File: config.mk
export PLATFORM = sky130hd
export DESIGN_NAME = approx_adder_tree_pipe
export DESIGN_NICKNAME = d
export VERILOG_FILES = /design/src/rtl/approx_tree_pkg.sv /design/src/rtl/apx_tree_level.sv /design/src/rtl/approx_adder_tree_pipe.sv
export SDC_FILE = /design/constraint.sdc
export NUM_CORES = 1
export LEC_CHECK = 0
export ABC_AREA = 1
export BUFFER_PORTS_ARGS = -buffer_cell sky130_fd_sc_hd__buf_2
export CORE_UTILIZATION = 35
export CTS_CLUSTER_SIZE = 25
export DETAILED_ROUTE_END_ITERATION = 10
export GPL_TIMING_DRIVEN = 0
export SLEW_MARGIN = 30
export SYNTH_ARGS = -nofsm -noshare
export SYNTH_HDL_FRONTEND = slang
export SYNTH_SLANG_ARGS = --single-unit
File: constraint.sdc
create_clock -name clk -period 2.05 [get_ports clk]
set_clock_uncertainty 0.1 [all_clocks]
set_input_delay 0.205 -clock clk [delete_from_list [all_inputs] [get_ports clk]]
set_output_delay 0.205 -clock clk [all_outputs]
set_load 0.005 [all_outputs]
File: src/rtl/approx_tree_pkg.sv
// rtl/approx_tree_pkg.sv - shared helpers for the pipelined approximate adder tree
package approx_tree_pkg;

  // Working width for node arithmetic; every node result fits well inside it.
  localparam int APX_MAXW = 64;

  // Ceiling log2 used to derive the tree depth from the operand count.
  function automatic int clog2(input int n);
    int r;
    r = 0;
    for (int i = 0; i < 31; i++) begin
      if ((1 << r) < n) r = r + 1;
    end
    return r;
  endfunction

  // Output width of a node at level lvl (0 = level fed by the operands).
  function automatic int node_w(input int w_in, input int lvl);
    return w_in + lvl + 1;
  endfunction

  // One 2-input node: exact add, or lower-part OR approximation of the k low bits
  // with bit 0 forced high and a carry guessed from bit k-1 of both operands.
  function automatic logic [APX_MAXW-1:0] apx_add(input logic [APX_MAXW-1:0] a,
                                                  input logic [APX_MAXW-1:0] b,
                                                  input int k,
                                                  input logic mode);
    logic [APX_MAXW-1:0] lo_mask;
    logic [APX_MAXW-1:0] lo;
    logic [APX_MAXW-1:0] hi;
    logic [APX_MAXW-1:0] cin_v;
    if (!mode || k == 0) begin
      return a + b;
    end
    lo_mask = (APX_MAXW'(1) << k) - APX_MAXW'(1);
    lo      = ((a | b) & lo_mask) | APX_MAXW'(1);
    cin_v   = ((a & b) >> (k - 1)) & APX_MAXW'(1);
    hi      = (a >> k) + (b >> k) + cin_v;
    return (hi << k) | lo;
  endfunction

endpackage

File: src/rtl/apx_tree_level.sv
// rtl/apx_tree_level.sv - one registered adder-tree level; ERR_MON_EN adds an exact shadow path
module apx_tree_level
  import approx_tree_pkg::*;
#(
  parameter int NI = 8,
  parameter int WI = 8,
  parameter int K  = 3
) (
  input  logic                         clk,
  input  logic                         rst,
  input  logic                         en,
  input  logic                         in_valid,
  input  logic                         in_mode,
  input  logic [NI*WI-1:0]             in_data,
  output logic                         out_valid,
  output logic                         out_mode,
  output logic [(NI/2)*(WI+1)-1:0]     out_data
`ifdef ERR_MON_EN
  ,
  input  logic [NI*WI-1:0]             in_shadow,
  output logic [(NI/2)*(WI+1)-1:0]     out_shadow
`endif
);

  localparam int NO = NI / 2;
  localparam int WO = WI + 1;

  logic [NO*WO-1:0] nxt_data;

  // Pairwise node sums in the mode carried by this sample.
  always_comb begin
    nxt_data = '0;
    for (int i = 0; i < NO; i++) begin
      nxt_data[i*WO +: WO] = WO'(apx_add(APX_MAXW'(in_data[2*i*WI +: WI]),
                                         APX_MAXW'(in_data[(2*i+1)*WI +: WI]),
                                         K, in_mode));
    end
  end

  // Stage register; holds everything while the pipe is stalled.
  always_ff @(posedge clk) begin
    if (rst) begin
      out_valid <= 1'b0;
      out_mode  <= 1'b0;
      out_data  <= '0;
    end else if (en) begin
      out_valid <= in_valid;
      out_mode  <= in_mode;
      out_data  <= nxt_data;
    end
  end

`ifdef ERR_MON_EN
  logic [NO*WO-1:0] nxt_shadow;

  // Exact reference sums for the error monitor.
  always_comb begin
    nxt_shadow = '0;
    for (int i = 0; i < NO; i++) begin
      nxt_shadow[i*WO +: WO] = WO'(apx_add(APX_MAXW'(in_shadow[2*i*WI +: WI]),
                                           APX_MAXW'(in_shadow[(2*i+1)*WI +: WI]),
                                           K, 1'b0));
    end
  end

  // Shadow stage register, advancing in lockstep with the main stage.
  always_ff @(posedge clk) begin
    if (rst) begin
      out_shadow <= '0;
    end else if (en) begin
      out_shadow <= nxt_shadow;
    end
  end
`endif

endmodule

File: src/rtl/approx_adder_tree_pipe.sv
// rtl/approx_adder_tree_pipe.sv - pipelined N-input approximate adder tree, optional ERR_MON_EN error monitor
module approx_adder_tree_pipe
  import approx_tree_pkg::*;
#(
  parameter int N_IN  = 8,
  parameter int W_IN  = 8,
  parameter int K_APX = 3,
  localparam int LVLS = clog2(N_IN)
) (
  input  logic                   clk,
  input  logic                   rst,
  input  logic                   in_valid,
  output logic                   in_ready,
  input  logic [N_IN*W_IN-1:0]   in_data,
  input  logic                   apx_mode,
  output logic                   out_valid,
  input  logic                   out_ready,
  output logic [W_IN+LVLS-1:0]   out_sum,
  output logic                   out_mode
`ifdef ERR_MON_EN
  ,
  output logic [W_IN+LVLS-1:0]   err_abs,
  output logic [W_IN+LVLS-1:0]   err_max
`endif
);

  // Global stall: the whole pipe moves only when the output slot is free or draining.
  logic adv;
  assign adv      = !out_valid || out_ready;
  assign in_ready = adv;

  for (genvar l = 0; l < LVLS; l++) begin : g_lvl
    localparam int NI = N_IN >> l;
    localparam int WI = W_IN + l;
    localparam int WO = node_w(W_IN, l);

    logic [NI*WI-1:0]     din;
    logic                 vin;
    logic                 min;
    logic [(NI/2)*WO-1:0] dout;
    logic                 vout;
    logic                 mout;
`ifdef ERR_MON_EN
    logic [NI*WI-1:0]     sin;
    logic [(NI/2)*WO-1:0] sout;
`endif

    if (l == 0) begin : g_head
      assign din = in_data;
      assign vin = in_valid;
      assign min = apx_mode;
`ifdef ERR_MON_EN
      assign sin = in_data;
`endif
    end else begin : g_link
      assign din = g_lvl[l-1].dout;
      assign vin = g_lvl[l-1].vout;
      assign min = g_lvl[l-1].mout;
`ifdef ERR_MON_EN
      assign sin = g_lvl[l-1].sout;
`endif
    end

    apx_tree_level #(
      .NI (NI),
      .WI (WI),
      .K  (K_APX)
    ) u_level (
      .clk        (clk),
      .rst        (rst),
      .en         (adv),
      .in_valid   (vin),
      .in_mode    (min),
      .in_data    (din),
      .out_valid  (vout),
      .out_mode   (mout),
      .out_data   (dout)
`ifdef ERR_MON_EN
      ,
      .in_shadow  (sin),
      .out_shadow (sout)
`endif
    );
  end

  assign out_valid = g_lvl[LVLS-1].vout;
  assign out_mode  = g_lvl[LVLS-1].mout;
  assign out_sum   = g_lvl[LVLS-1].dout;

`ifdef ERR_MON_EN
  logic [W_IN+LVLS-1:0] exact_sum;
  assign exact_sum = g_lvl[LVLS-1].sout;
  assign err_abs   = (out_sum >= exact_sum) ? (out_sum - exact_sum) : (exact_sum - out_sum);

  // Running maximum over samples actually handed downstream.
  always_ff @(posedge clk) begin
    if (rst) begin
      err_max <= '0;
    end else if (out_valid && out_ready && (err_abs > err_max)) begin
      err_max <= err_abs;
    end
  end
`endif

endmodule

==> results.md <==
* Outcome: completed
* Detailed Route WL at around 18 mm
* Initial antenna violation count at 0
* Worst hold path class: in2reg
* Critical Path, Cell by Cell: ha_4 > fa_2 > fa_2 > or2_2 > nand2_1 > nand2_1 > nand2_1 > a21oi_1
* Gr ovfl total at 0
* Placed wire-length estimate at ~14 mm
* Most common cell after layout, fill and taps aside: nand2_1
* Leak at just under 0.004 uW
* Syn_nets at 1078
* Die H at about 140 microns
* CP max FO at 3
* Clk buf depth at 2
* Cell Pwr Density at 684 nW/um^2
* Worst setup SP type: flop
* Flops & latches, synth at 73
* Final Cycle Share at between 90% and 100%
* Share of cells above drive strength 1 at approximately 14%
* Fmax at about 490 MHz
* Critical path data arrival time at between 2 and 2.5 ns
* Port Buffer Count at slightly above 80
* Root Buffer: clkbuf_16
* DRT antenna net count at 0
* Fill count at around 1800
* Die X at 136 microns
* Synthesized area at 6270 sq um
* Final hold viol count at 0
* Nets at between 1000 and 1500
* DRC Markers at 0
* Starting Density at a little over a third
* Crit path max-delay cell type: fa_2
* Wire per inst at about 14 microns
* Num CTS Buffers at 9
* Slew margin rel. at ~53%
* Via count at between 6000 and 7000
* FF-to-FF setup slack at about 0.0073 ns
* Core outline area at 17400 sq um
* Worst-path clk slew at approximately 0.060 ns
* Cell variety after synth at 31
* First-pass GRT wire length at about 28 mm
* CP Data Required Time at 2.17 ns
* Full die area at 18500 sq um
* Max-cap violation count at 0
* Vias/cell at about 5
* Critical path class: reg2reg
* I/O Pins at 83
* Worst-margin pin slew at just over 0.7 ns
* Area growth syn-to-layout at 17.3%
* Cts-stage hold buffer count at 0
* Ys Warns at 0
* Crit path capture type: flop
* RSZ-0062 raised after global routing: true
* Power, Total at about 5000 uW
* Syn avg cell area at between 6 and 7 sq um
* Most frequent cells in the layout: 215 x nand2_1, 139 x inv_1, 88 x buf_2, 83 x o21ai_0, 71 x ha_1
* CTS Sinks at 73
* Max-slew violation count at 0
* Gpl congestion at around 0.87
* Register area share after synthesis at between 20% and 30%
* Detailed Route Iter0 Violations at 403
* Mapped Cells at 914
* CTS tree: yes
* Crit-path most repeated cell: nand2_1
* Largest net degree at the start of global routing at 11
* Max IR drop VDD at about 0.38 mV
* Cell Rows at between 40 and 50
* Crit path time final at roughly 2 ns
* Number of diodes at 0
* Final hold slack at 0.0336 ns
* Latest clock arrival within the worst-skew pair at 0.34 ns
* Pre-Repair DR Iteration Count at 5
* CP max stage delay at ~0.40 ns
* Number of global-route vias before repair at 5539
* GRT Total Usage at around a fifth
* H-tree Lvls at 3
* Setup violations, final at 0
[cell usage after synthesis, drive strengths merged]
| master | n | area, sq um |
|---|---|---|
| nand2 | 218 | 818 |
| inv | 144 | 541 |
| o21ai | 86 | 434 |
| ha | 74 | 926 |
| dfxtp | 73 | 1460 |
| nand3 | 69 | 345 |
| a21oi | 61 | 305 |
| nor2 | 46 | 175 |
| fa | 21 | 420 |
| clkbuf | 19 | 71.3 |
| xnor2 | 19 | 166 |
| buf | 13 | 91.3 |
| o21bai | 13 | 97.6 |
| nand4 | 12 | 75.1 |
| xor2 | 12 | 105 |
| nor3 | 11 | 60.1 |
| or2 | 8 | 50.1 |
| o311ai | 4 | 35.0 |
| nand3b | 3 | 22.5 |
| o21a | 3 | 22.5 |
| o31a | 3 | 26.3 |
| mux2i | 2 | 20.0 |
[sequential cells by signal, summed over array words and instances (netlist names)]
register,cells
g_lvl.u_level.out_data,67
g_lvl.u_level.out_mode,3
g_lvl.u_level.out_valid,3
[layer usage]
layer	vias to the layer above	track usage (%)	part of all wire [%]
met4	0	5.62	1.7
met2	158	32.5	44
met3	27	2.20	4.8
li1	3146	-	-
met5	-	0	0
met1	2712	28.1	49
[worst paths after layout]
check / startpoint / endpoint / cells after the start
min: rst / g_lvl[0].u_level.out_data[35] / 2
max reg2reg: g_lvl[1].u_level.out_data[12] / g_lvl[2].u_level.out_data[5] / 8
min reg2reg: g_lvl[0].u_level.out_data[35] / g_lvl[0].u_level.out_data[35] / 2
max: g_lvl[1].u_level.out_data[12] / g_lvl[2].u_level.out_data[5] / 8
[critical path, delay by kind of cell, from the launching register on]
family	cells	cell delay (ns)
adders and majority gates	3	0.94
and+or+nand+nor	4	0.49
DFF	1	0.34
AOI/OAI and AO/OA	1	0.05
[cells by family after synthesis]
group,count (synthesis),share of synthesized area (%)
simple gates,367,24.7
buf+inv,176,11.2
xor+xnor,31,4.33
compound gates,170,14.7
mux,2,0.319
flops,73,23.3
fa+ha+maj,95,21.5
[cell type report]
cell class | count | area [sq um] | share of cell area, %
clock buffers | 14 | 264 | 3.59
well taps | 225 | 282 | 3.83
plain buffers | 32 | 163 | 2.21
inverters | 144 | 541 | 7.35
repair buffers | 84 | 428 | 5.82
multi-input cells | 665 | 4210 | 57.2
flip-flops and latches | 73 | 1470 | 20.0
[through the flow]
stage | TNS, ns | util [%] | instance area [sq um] | cells | worst slack, ns
6_report | 0 | 42.2 | 7350 | 1237 | 0.00726
5_1_grt | -0.217 | 42.2 | 7350 | 1237 | -0.0911
4_1_cts | -0.0202 | 41.8 | 7280 | 1236 | -0.0202
3_5_place_dp | -0.759 | 40.0 | 6960 | 1220 | -0.173
3_3_place_gp | -0.638 | 40.0 | 6960 | 1220 | -0.157
2_1_floorplan | 0 | - | 6280 | 914 | 0.0227
[power by group]
group / internal (uW) / total, uW / switching (uW)
sequential: 1620 / 1770 / 148
combinational: 746 / 1800 / 1060
clock: 874 / 1460 / 586
total: 3240 / 5030 / 1790
[timing repair]
action	in CTS	in global routing
pin swaps	6	23
setup buffers	2	1
setup endpoints to repair	9	12
gates resized for setup	11	20
Note: power is estimated with default switching activity, not from simulation.
